--- src/rtl/iic_s_phy_byterx_if.sv ---
// Pin-level and user-side signals of the I2C target byte PHY.
// The slave modport is the PHY's view; the master modport is the view of
// whatever drives the pins and consumes the user side.
interface iic_s_phy_byterx_if;
   logic       scl_in;
   logic       sda_in;
   logic       sda_oe;
   logic       usr_rvalid;
   logic [7:0] usr_rdata;
   logic       usr_wready;
   logic       usr_wvalid;
   logic [7:0] usr_wdata;
   logic       usr_evt_start;
   logic       usr_evt_rw;
   logic       usr_evt_stop;
   logic       dbg_err_underrun;

   modport slave (
      input  scl_in, sda_in, usr_wvalid, usr_wdata,
      output sda_oe, usr_rvalid, usr_rdata, usr_wready,
             usr_evt_start, usr_evt_rw, usr_evt_stop, dbg_err_underrun
   );

   modport master (
      output scl_in, sda_in, usr_wvalid, usr_wdata,
      input  sda_oe, usr_rvalid, usr_rdata, usr_wready,
             usr_evt_start, usr_evt_rw, usr_evt_stop, dbg_err_underrun
   );
endinterface

--- src/rtl/iic_s_phy_byterx.sv ---
// I2C target byte PHY: oversamples SCL/SDA on clk_sys, decodes START/STOP,
// matches a 7-bit address, shifts write bytes out to the user and read
// bytes in from a one-entry holding register. SDA is open drain via sda_oe.
module iic_s_phy_byterx #(
   parameter logic [6:0] SLV_ADDR = 7'h50,
   parameter int         U_DLY    = 1
) (
   input  logic              clk_sys,
   input  logic              rst,
   iic_s_phy_byterx_if.slave bus
);

   typedef enum logic [2:0] {
      ST_IDLE,
      ST_ADDR,
      ST_ADDR_ACK,
      ST_WR_DATA,
      ST_WR_ACK,
      ST_RD_DATA,
      ST_RD_ACK,
      ST_WAIT_STOP
   } state_t;

   // U_DLY only ever shaped simulation delays; this source carries none, so
   // the parameter is kept for instantiation compatibility and elaborates to nothing.
   if (U_DLY < 0) begin : g_u_dly_unused
   end

   // Pin synchronisers plus one compare stage each.
   logic r_scl_s1, r_scl_s2, r_scl_d;
   logic r_sda_s1, r_sda_s2, r_sda_d;

   // Protocol state.
   state_t     r_state, w_state_nxt;
   logic [2:0] r_bit_cnt, w_bit_cnt_nxt;
   logic [7:0] r_shift, w_shift_nxt;
   logic       r_sda_oe, w_sda_oe_nxt;
   logic [7:0] r_rdata, w_rdata_nxt;
   logic       r_evt_rw, w_evt_rw_nxt;
   logic       r_matched, w_matched_nxt;
   logic       r_rd_first, w_rd_first_nxt;
   logic       r_rvalid, w_rvalid_nxt;
   logic       r_evt_start, w_evt_start_nxt;
   logic       r_evt_stop, w_evt_stop_nxt;
   logic       r_underrun, w_underrun_nxt;

   // Read holding register.
   logic       r_hold_vld;
   logic [7:0] r_hold_data;

   logic       w_scl_rise, w_scl_fall, w_start, w_stop;
   logic [7:0] w_byte;
   logic [7:0] w_load_byte;
   logic       w_rd_load;
   logic       w_hold_take;
   logic       w_hold_load;

   // Bring both pins into clk_sys and keep the previous synchronised level.
   always_ff @(posedge clk_sys) begin
      // NOTE: sequential state uses <= so every flop sees pre-edge values.
      if (rst) begin
         r_scl_s1 <= 1'b1;
         r_scl_s2 <= 1'b1;
         r_scl_d  <= 1'b1;
         r_sda_s1 <= 1'b1;
         r_sda_s2 <= 1'b1;
         r_sda_d  <= 1'b1;
      end else begin
         r_scl_s1 <= bus.scl_in;
         r_scl_s2 <= r_scl_s1;
         r_scl_d  <= r_scl_s2;
         r_sda_s1 <= bus.sda_in;
         r_sda_s2 <= r_sda_s1;
         r_sda_d  <= r_sda_s2;
      end
   end

   assign w_scl_rise  = r_scl_s2 & ~r_scl_d;
   assign w_scl_fall  = ~r_scl_s2 & r_scl_d;
   assign w_start     = r_scl_s2 & r_scl_d & r_sda_d & ~r_sda_s2;
   assign w_stop      = r_scl_s2 & r_scl_d & ~r_sda_d & r_sda_s2;
   assign w_load_byte = r_hold_vld ? r_hold_data : 8'hFF;
   assign w_hold_load = bus.usr_wvalid & ~r_hold_vld;

   // Next-state and output decode; bus conditions override any SCL-edge work.
   always_comb begin
      // NOTE: every combinational output gets a default first, so no path can infer a latch.
      w_state_nxt     = r_state;
      w_bit_cnt_nxt   = r_bit_cnt;
      w_shift_nxt     = r_shift;
      w_sda_oe_nxt    = r_sda_oe;
      w_rdata_nxt     = r_rdata;
      w_evt_rw_nxt    = r_evt_rw;
      w_matched_nxt   = r_matched;
      w_rd_first_nxt  = r_rd_first;
      w_rvalid_nxt    = 1'b0;
      w_evt_start_nxt = 1'b0;
      w_evt_stop_nxt  = 1'b0;
      w_underrun_nxt  = 1'b0;
      w_hold_take     = 1'b0;
      w_rd_load       = 1'b0;
      w_byte          = {r_shift[6:0], r_sda_s2};

      if (w_start) begin
         w_state_nxt    = ST_ADDR;
         w_bit_cnt_nxt  = 3'd0;
         w_sda_oe_nxt   = 1'b0;
         w_matched_nxt  = 1'b0;
         w_rd_first_nxt = 1'b0;
      end else if (w_stop) begin
         w_state_nxt    = ST_IDLE;
         w_bit_cnt_nxt  = 3'd0;
         w_sda_oe_nxt   = 1'b0;
         w_evt_stop_nxt = r_matched;
         w_matched_nxt  = 1'b0;
         w_rd_first_nxt = 1'b0;
      end else begin
         case (r_state)
            ST_ADDR: begin
               if (w_scl_rise) begin
                  w_shift_nxt   = w_byte;
                  w_bit_cnt_nxt = r_bit_cnt + 3'd1;
                  if (r_bit_cnt == 3'd7) begin
                     if (w_byte[7:1] == SLV_ADDR) begin
                        w_state_nxt     = ST_ADDR_ACK;
                        w_evt_start_nxt = 1'b1;
                        w_evt_rw_nxt    = w_byte[0];
                        w_matched_nxt   = 1'b1;
                     end else begin
                        w_state_nxt = ST_WAIT_STOP;
                     end
                  end
               end
            end
            // sda_oe doubles as the phase flag: the first fall starts the
            // ACK, the second ends it.
            ST_ADDR_ACK: begin
               if (w_scl_fall) begin
                  if (!r_sda_oe) begin
                     w_sda_oe_nxt = 1'b1;
                  end else if (r_evt_rw) begin
                     w_state_nxt = ST_RD_DATA;
                     w_rd_load   = 1'b1;
                  end else begin
                     w_state_nxt   = ST_WR_DATA;
                     w_sda_oe_nxt  = 1'b0;
                     w_bit_cnt_nxt = 3'd0;
                  end
               end
            end
            ST_WR_DATA: begin
               if (w_scl_rise) begin
                  w_shift_nxt   = w_byte;
                  w_bit_cnt_nxt = r_bit_cnt + 3'd1;
                  if (r_bit_cnt == 3'd7) begin
                     w_rdata_nxt  = w_byte;
                     w_rvalid_nxt = 1'b1;
                     w_state_nxt  = ST_WR_ACK;
                  end
               end
            end
            ST_WR_ACK: begin
               if (w_scl_fall) begin
                  if (!r_sda_oe) begin
                     w_sda_oe_nxt = 1'b1;
                  end else begin
                     w_sda_oe_nxt = 1'b0;
                     w_state_nxt  = ST_WR_DATA;
                  end
               end
            end
            ST_RD_DATA: begin
               if (r_rd_first) begin
                  w_rd_load = w_scl_fall;
               end else if (w_scl_rise) begin
                  w_bit_cnt_nxt = r_bit_cnt + 3'd1;
                  if (r_bit_cnt == 3'd7) begin
                     w_state_nxt = ST_RD_ACK;
                  end
               end else if (w_scl_fall) begin
                  // Rotate rather than shift so the register stays fully used.
                  w_shift_nxt  = {r_shift[6:0], r_shift[7]};
                  w_sda_oe_nxt = ~r_shift[6];
               end
            end
            ST_RD_ACK: begin
               if (w_scl_fall) begin
                  w_sda_oe_nxt = 1'b0;
               end else if (w_scl_rise) begin
                  if (!r_sda_s2) begin
                     w_state_nxt    = ST_RD_DATA;
                     w_rd_first_nxt = 1'b1;
                  end else begin
                     w_state_nxt = ST_WAIT_STOP;
                  end
               end
            end
            default: begin
               // IDLE and WAIT_STOP ignore everything except START/STOP.
            end
         endcase

         // Start of a read byte: take the holding register, or send 0xFF.
         if (w_rd_load) begin
            w_shift_nxt    = w_load_byte;
            w_sda_oe_nxt   = ~w_load_byte[7];
            w_bit_cnt_nxt  = 3'd0;
            w_rd_first_nxt = 1'b0;
            w_hold_take    = r_hold_vld;
            w_underrun_nxt = ~r_hold_vld;
         end
      end
   end

   // State and datapath registers.
   always_ff @(posedge clk_sys) begin
      if (rst) begin
         r_state     <= ST_IDLE;
         r_bit_cnt   <= 3'd0;
         r_shift     <= 8'h00;
         r_sda_oe    <= 1'b0;
         r_rdata     <= 8'h00;
         r_evt_rw    <= 1'b0;
         r_matched   <= 1'b0;
         r_rd_first  <= 1'b0;
         r_rvalid    <= 1'b0;
         r_evt_start <= 1'b0;
         r_evt_stop  <= 1'b0;
         r_underrun  <= 1'b0;
      end else begin
         r_state     <= w_state_nxt;
         r_bit_cnt   <= w_bit_cnt_nxt;
         r_shift     <= w_shift_nxt;
         r_sda_oe    <= w_sda_oe_nxt;
         r_rdata     <= w_rdata_nxt;
         r_evt_rw    <= w_evt_rw_nxt;
         r_matched   <= w_matched_nxt;
         r_rd_first  <= w_rd_first_nxt;
         r_rvalid    <= w_rvalid_nxt;
         r_evt_start <= w_evt_start_nxt;
         r_evt_stop  <= w_evt_stop_nxt;
         r_underrun  <= w_underrun_nxt;
      end
   end

   // Holding valid flag; a load in the same cycle as a take wins.
   always_ff @(posedge clk_sys) begin
      if (rst) begin
         r_hold_vld <= 1'b0;
      end else begin
         if (w_hold_take) r_hold_vld <= 1'b0;
         if (w_hold_load) r_hold_vld <= 1'b1;
      end
   end

   // Holding data captured on the user handshake.
   always_ff @(posedge clk_sys) begin
      // NOTE: no reset on the data; r_hold_vld alone qualifies its contents.
      if (w_hold_load) r_hold_data <= bus.usr_wdata;
   end

   assign bus.sda_oe           = r_sda_oe;
   assign bus.usr_rvalid       = r_rvalid;
   assign bus.usr_rdata        = r_rdata;
   assign bus.usr_wready       = ~r_hold_vld;
   assign bus.usr_evt_start    = r_evt_start;
   assign bus.usr_evt_rw       = r_evt_rw;
   assign bus.usr_evt_stop     = r_evt_stop;
   assign bus.dbg_err_underrun = r_underrun;

endmodule

--- src/flat_wrapper.sv ---
// flat-port wrapper written by rule: the top's interface ports become plain ports
module iic_s_phy_byterx_flat 
#(
   parameter logic [6:0] SLV_ADDR = 7'h50,
   parameter int         U_DLY    = 1
)
  (clk_sys, rst, bus_scl_in, bus_sda_in, bus_usr_wvalid, bus_usr_wdata, bus_sda_oe, bus_usr_rvalid, bus_usr_rdata, bus_usr_wready, bus_usr_evt_start, bus_usr_evt_rw, bus_usr_evt_stop, bus_dbg_err_underrun);
  iic_s_phy_byterx_if bus_i ();
  input  logic clk_sys;
  input  logic rst;
  input wire logic [$bits(bus_i.scl_in)-1:0] bus_scl_in;
  input wire logic [$bits(bus_i.sda_in)-1:0] bus_sda_in;
  input wire logic [$bits(bus_i.usr_wvalid)-1:0] bus_usr_wvalid;
  input wire logic [$bits(bus_i.usr_wdata)-1:0] bus_usr_wdata;
  output wire logic [$bits(bus_i.sda_oe)-1:0] bus_sda_oe;
  output wire logic [$bits(bus_i.usr_rvalid)-1:0] bus_usr_rvalid;
  output wire logic [$bits(bus_i.usr_rdata)-1:0] bus_usr_rdata;
  output wire logic [$bits(bus_i.usr_wready)-1:0] bus_usr_wready;
  output wire logic [$bits(bus_i.usr_evt_start)-1:0] bus_usr_evt_start;
  output wire logic [$bits(bus_i.usr_evt_rw)-1:0] bus_usr_evt_rw;
  output wire logic [$bits(bus_i.usr_evt_stop)-1:0] bus_usr_evt_stop;
  output wire logic [$bits(bus_i.dbg_err_underrun)-1:0] bus_dbg_err_underrun;
  assign bus_i.scl_in = bus_scl_in;
  assign bus_i.sda_in = bus_sda_in;
  assign bus_i.usr_wvalid = bus_usr_wvalid;
  assign bus_i.usr_wdata = bus_usr_wdata;
  assign bus_sda_oe = bus_i.sda_oe;
  assign bus_usr_rvalid = bus_i.usr_rvalid;
  assign bus_usr_rdata = bus_i.usr_rdata;
  assign bus_usr_wready = bus_i.usr_wready;
  assign bus_usr_evt_start = bus_i.usr_evt_start;
  assign bus_usr_evt_rw = bus_i.usr_evt_rw;
  assign bus_usr_evt_stop = bus_i.usr_evt_stop;
  assign bus_dbg_err_underrun = bus_i.dbg_err_underrun;
  iic_s_phy_byterx #(.SLV_ADDR(SLV_ADDR), .U_DLY(U_DLY)) u_core (.clk_sys(clk_sys), .rst(rst), .bus(bus_i));
endmodule
--- config.mk ---
export PLATFORM = sky130hd
export DESIGN_NAME = iic_s_phy_byterx_flat
export DESIGN_NICKNAME = d
export VERILOG_FILES = /design/src/rtl/iic_s_phy_byterx_if.sv /design/src/rtl/iic_s_phy_byterx.sv /design/src/flat_wrapper.sv
export SDC_FILE = /design/constraint.sdc
export NUM_CORES = 1
export LEC_CHECK = 0
export ABC_AREA = 1
export CAP_MARGIN = 5
export CORE_ASPECT_RATIO = 0.8
export CORE_UTILIZATION = 58
export CTS_CLUSTER_SIZE = 28
export DETAILED_ROUTE_END_ITERATION = 12
export PLACE_DENSITY_LB_ADDON = 0.15
export SKIP_LAST_GASP = 1
export SYNTH_ARGS = -nofsm -noshare
export SYNTH_HDL_FRONTEND = slang
export SYNTH_SLANG_ARGS = --single-unit
--- constraint.sdc ---
create_clock -name clk_sys -period 3.13 [get_ports clk_sys]
set_clock_uncertainty 0.2 [all_clocks]
set_input_delay 0.4695 -clock clk_sys [delete_from_list [all_inputs] [get_ports clk_sys]]
set_output_delay 0.4695 -clock clk_sys [all_outputs]
set_load 0.05 [all_outputs]
==> flow_metrics.env <==
export IMPL_status="complete, no violations"
export IMPL_final_max_slew_viol_count=0
export IMPL_synth_adder_area_share_pct=1.18
export IMPL_grt_first_pass_wirelength_mm=8.24
export IMPL_dp_cells=350
export IMPL_antenna_cells=0
export IMPL_cts_resized=0
export IMPL_worst_ep_required_time_ns=2.46
export IMPL_pwr_share_seq_pct=42.0
export IMPL_groute_usage_overall_pct=27.5
export IMPL_areaGrowthSynthToFinish_pct=18.3
export IMPL_timing_rr_start="u_core.r_state[0]"
export IMPL_postRouteWirelength_mm=4.94
export IMPL_post_layout_total_power_w=0.00166
export IMPL_synth_top_family_by_area="simple AND/OR/NAND/NOR gates"
export IMPL_first_global_vias=1710
export IMPL_synthCells=287
export IMPL_source_to_sink_clock_delay_at_the_later_pin_of_the_worst_skew_pair_ns=0.31
export IMPL_instances_no_fill=358
export IMPL_initial_utilization_pct=61.3
export IMPL_worstPathCellList="clkinv_1 -> clkdlybuf4s50_1"
export IMPL_worst_slew_margin_rel_pct=47.1
export IMPL_cts_tree="built"
export IMPL_drc_errors=0
export IMPL_finalHoldViolations=0
export IMPL_htreeDepth=2
export IMPL_synth_area_per_cell_sq_um=7.42
export IMPL_row_count=19
export IMPL_clock_path_buffers=2
export IMPL_detailedPlacementHpwl_mm=3.66
export IMPL_compound_gate_fraction_of_synth_area_pct=13.3
export IMPL_crit_arrival_ns=1.71
export IMPL_switching_power_w=0.000600
export IMPL_cp_max_fo=10
export IMPL_syn_num_nets=302
export IMPL_layout_worst_path_cycle_share_pct=75.9
export IMPL_synth_yosys_seq_area_share_pct=46.1
export IMPL_io_buffers=27
export IMPL_yosys_area_share_xor_xnor_pct=0
export IMPL_antenna_found_initial=0
export IMPL_whs_ns=0.211
export IMPL_totalNegativeSetupSlack_ns=0
export IMPL_crit_slowest_cell="clkdlybuf4s50_1"
export IMPL_yosys_cell_types_count=27
export IMPL_yosys_most_used_dff="dfxtp_1"
export IMPL_crit_path_capture_type="output pin"
export IMPL_startpoint="u_core.r_hold_vld"
export IMPL_core_area_sq_um=3470
export IMPL_die_span_in_x_um=69.7
export IMPL_global_route_overflow_total=0
export IMPL_power_ir_vdd_worst_uv=447
export IMPL_clkSinkCount=45
export IMPL_weighted_congestion_reported_at_the_end_of_routability_driven_placement=0.962
export IMPL_cts_post_setup_buffers_inserted=0
export IMPL_final_antenna_net_count=0
export IMPL_synth_seq_cells=45
export IMPL_maxCapViolCount=0
export IMPL_hold_path_class="register to register"
export IMPL_vias=1944
export IMPL_timing_setup_critical_path_class="register to output pin"
export IMPL_hold_buffers=0
export IMPL_transition_time_at_the_pin_with_the_least_slew_margin_ns=0.791
export IMPL_timing_critical_path_from_type="register"
export IMPL_yosys_warnings=0
export IMPL_drt_wirelength_per_cell_um=13.8
export IMPL_initialDrtViolationCount=232
export IMPL_async_reset_ff_share_pct=0
export IMPL_leakage_nw=1.16
export IMPL_mappedNetlistArea_sq_um=2130
export IMPL_power_density_nw_per_um2=660
export IMPL_clock_power_share_pct=26.3
export IMPL_grt_setup_unrepaired="false"
export IMPL_cpPeakStageDelay_ns=0.76
export IMPL_io_pins=28
export IMPL_synth_area_mux_share_pct=0
export IMPL_synth_simple_area_share_pct=30.1
export IMPL_origin_of_the_worst_min_delay_path="u_core.r_sda_s1"
export IMPL_power_share_combinational_pct=31.7
export IMPL_post_drt_via_cell_ratio=5.43
export IMPL_dieHeight_um=56.2
export IMPL_clk_pin_slew_ns=0.09
export IMPL_cts_made_buffers=5
export IMPL_clock_tree_root_cell="clkbuf_8"
export IMPL_fp_dieArea_sq_um=3920
export IMPL_synth_edff_count=8
export IMPL_final_layout_size_suffix_gt1_share_pct=9.49
export IMPL_largest_net_degree_at_the_start_of_global_routing=18
export IMPL_design_final_nets=330
export IMPL_finalSetupViolations=0
export IMPL_drt_first_pass_iters=5
export IMPL_internal_power_w=0.00106
export IMPL_highest_achievable_clock_rate_mhz=421
export IMPL_power_switching_fraction_pct=36.1
export IMPL_finalCriticalPeriod_ns=2.38
[sequential cells by signal, summed over array words and instances, names as in the netlist, 3 cells and up]
name / cells
u_core.r_bit_cnt: 3
u_core.r_state: 3
u_core.bus.usr_rdata: 8
u_core.r_shift: 8
u_core.r_hold_data: 8
[path summary, 6_finish.rpt]
path / to / slack, ns / cells past startpoint
min: u_core.r_sda_s2 / 0.21 / 1
min reg2reg: u_core.r_sda_s2 / 0.21 / 1
max reg2reg: u_core.r_shift[2] / 1.00 / 8
max: bus_usr_wready / 0.75 / 2
[stage by stage]
| step | setup slack [ns] | util (%) | cell area [sq um] |
|---|---|---|---|
| floorplan | 1.29 | - | 2130 |
| global placement | 0.943 | 69.5 | 2410 |
| detailed placement | 0.900 | 69.5 | 2410 |
| CTS | 0.756 | 72.6 | 2520 |
| global route | 0.665 | 72.6 | 2520 |
| finish | 0.754 | 72.6 | 2520 |
[cells in the final DEF (no fill, tap or decap), drive strengths merged]
cell | netlist | routed
a211oi | 2 | 2
a21oi | 19 | 19
a31oi | 1 | 1
bufinv | 0 | 1
clkbuf | 1 | 6
clkdlybuf4s50 | 0 | 27
clkinv | 1 | 2
dfxtp | 37 | 37
edfxtp | 8 | 8
ha | 2 | 2
inv | 41 | 41
nand2 | 64 | 64
nand3 | 17 | 17
nand4 | 5 | 5
nor2 | 40 | 40
nor3 | 3 | 3
o211ai | 3 | 3
o21ai | 20 | 20
o21bai | 6 | 6
or2 | 12 | 12
[worst max-delay path: cells and delay by family (launching register included)]
kind / cells / cell delay [ns]
flops: 1 / 0.41
buf+inv: 2 / 0.99
[synthesized netlist by cell type, drive strengths merged (2+ instances only)]
cell / n / share of area [%]
nand2: 64 / 12
o21bai: 6 / 2.1
a211oi: 2 / 0.71
ha: 2 / 1.2
o21ai: 20 / 4.7
a21oi: 19 / 4.5
o211ai: 3 / 1.1
nand4: 5 / 1.8
nand3: 17 / 5.1
edfxtp: 8 / 11
nor3: 3 / 0.71
inv: 41 / 7.2
dfxtp: 37 / 35
or2: 12 / 3.5
nor2: 40 / 7.1
buf: 5 / 1.7
[final cells by class]
cell class / instances / area (sq um)
Clock buffer: 6 / 72.6
Timing Repair Buffer: 27 / 270
Sequential cell: 45 / 981
Fill cell: 286 / 952
Clock inverter: 2 / 35.0
Multi-Input combinational cell: 194 / 950
Tap cell: 42 / 52.6
Inverter: 42 / 158
[power by group through the flow]
stage	registers (W)	logic (W)	clock network (W)
after detailed placement	0.000710	0.000506	0
after floorplan	0.000698	0.000408	0
after CTS	0.000697	0.000512	0.000440
after global routing	0.000707	0.000591	0.000470
final	0.000699	0.000527	0.000437
after global placement	0.000710	0.000502	0
[cell families (layout without fill, tap and decap cells)]
| group | count (synthesis) | in the layout |
|---|---|---|
| compound gates | 51 | 51 |
| buf+inv | 48 | 77 |
| simple gates | 141 | 141 |
| fa+ha+maj | 2 | 2 |
| flops | 45 | 45 |
[routing by layer]
metal	wire length (um)	vias to the layer above	track usage, %
met1	2530	885	41.8
met5	0	-	0
met2	1930	80	36.9
met4	67	0	8.00
met3	413	8	8.88
li1	-	971	-
(Power assumes the default switching activity.)
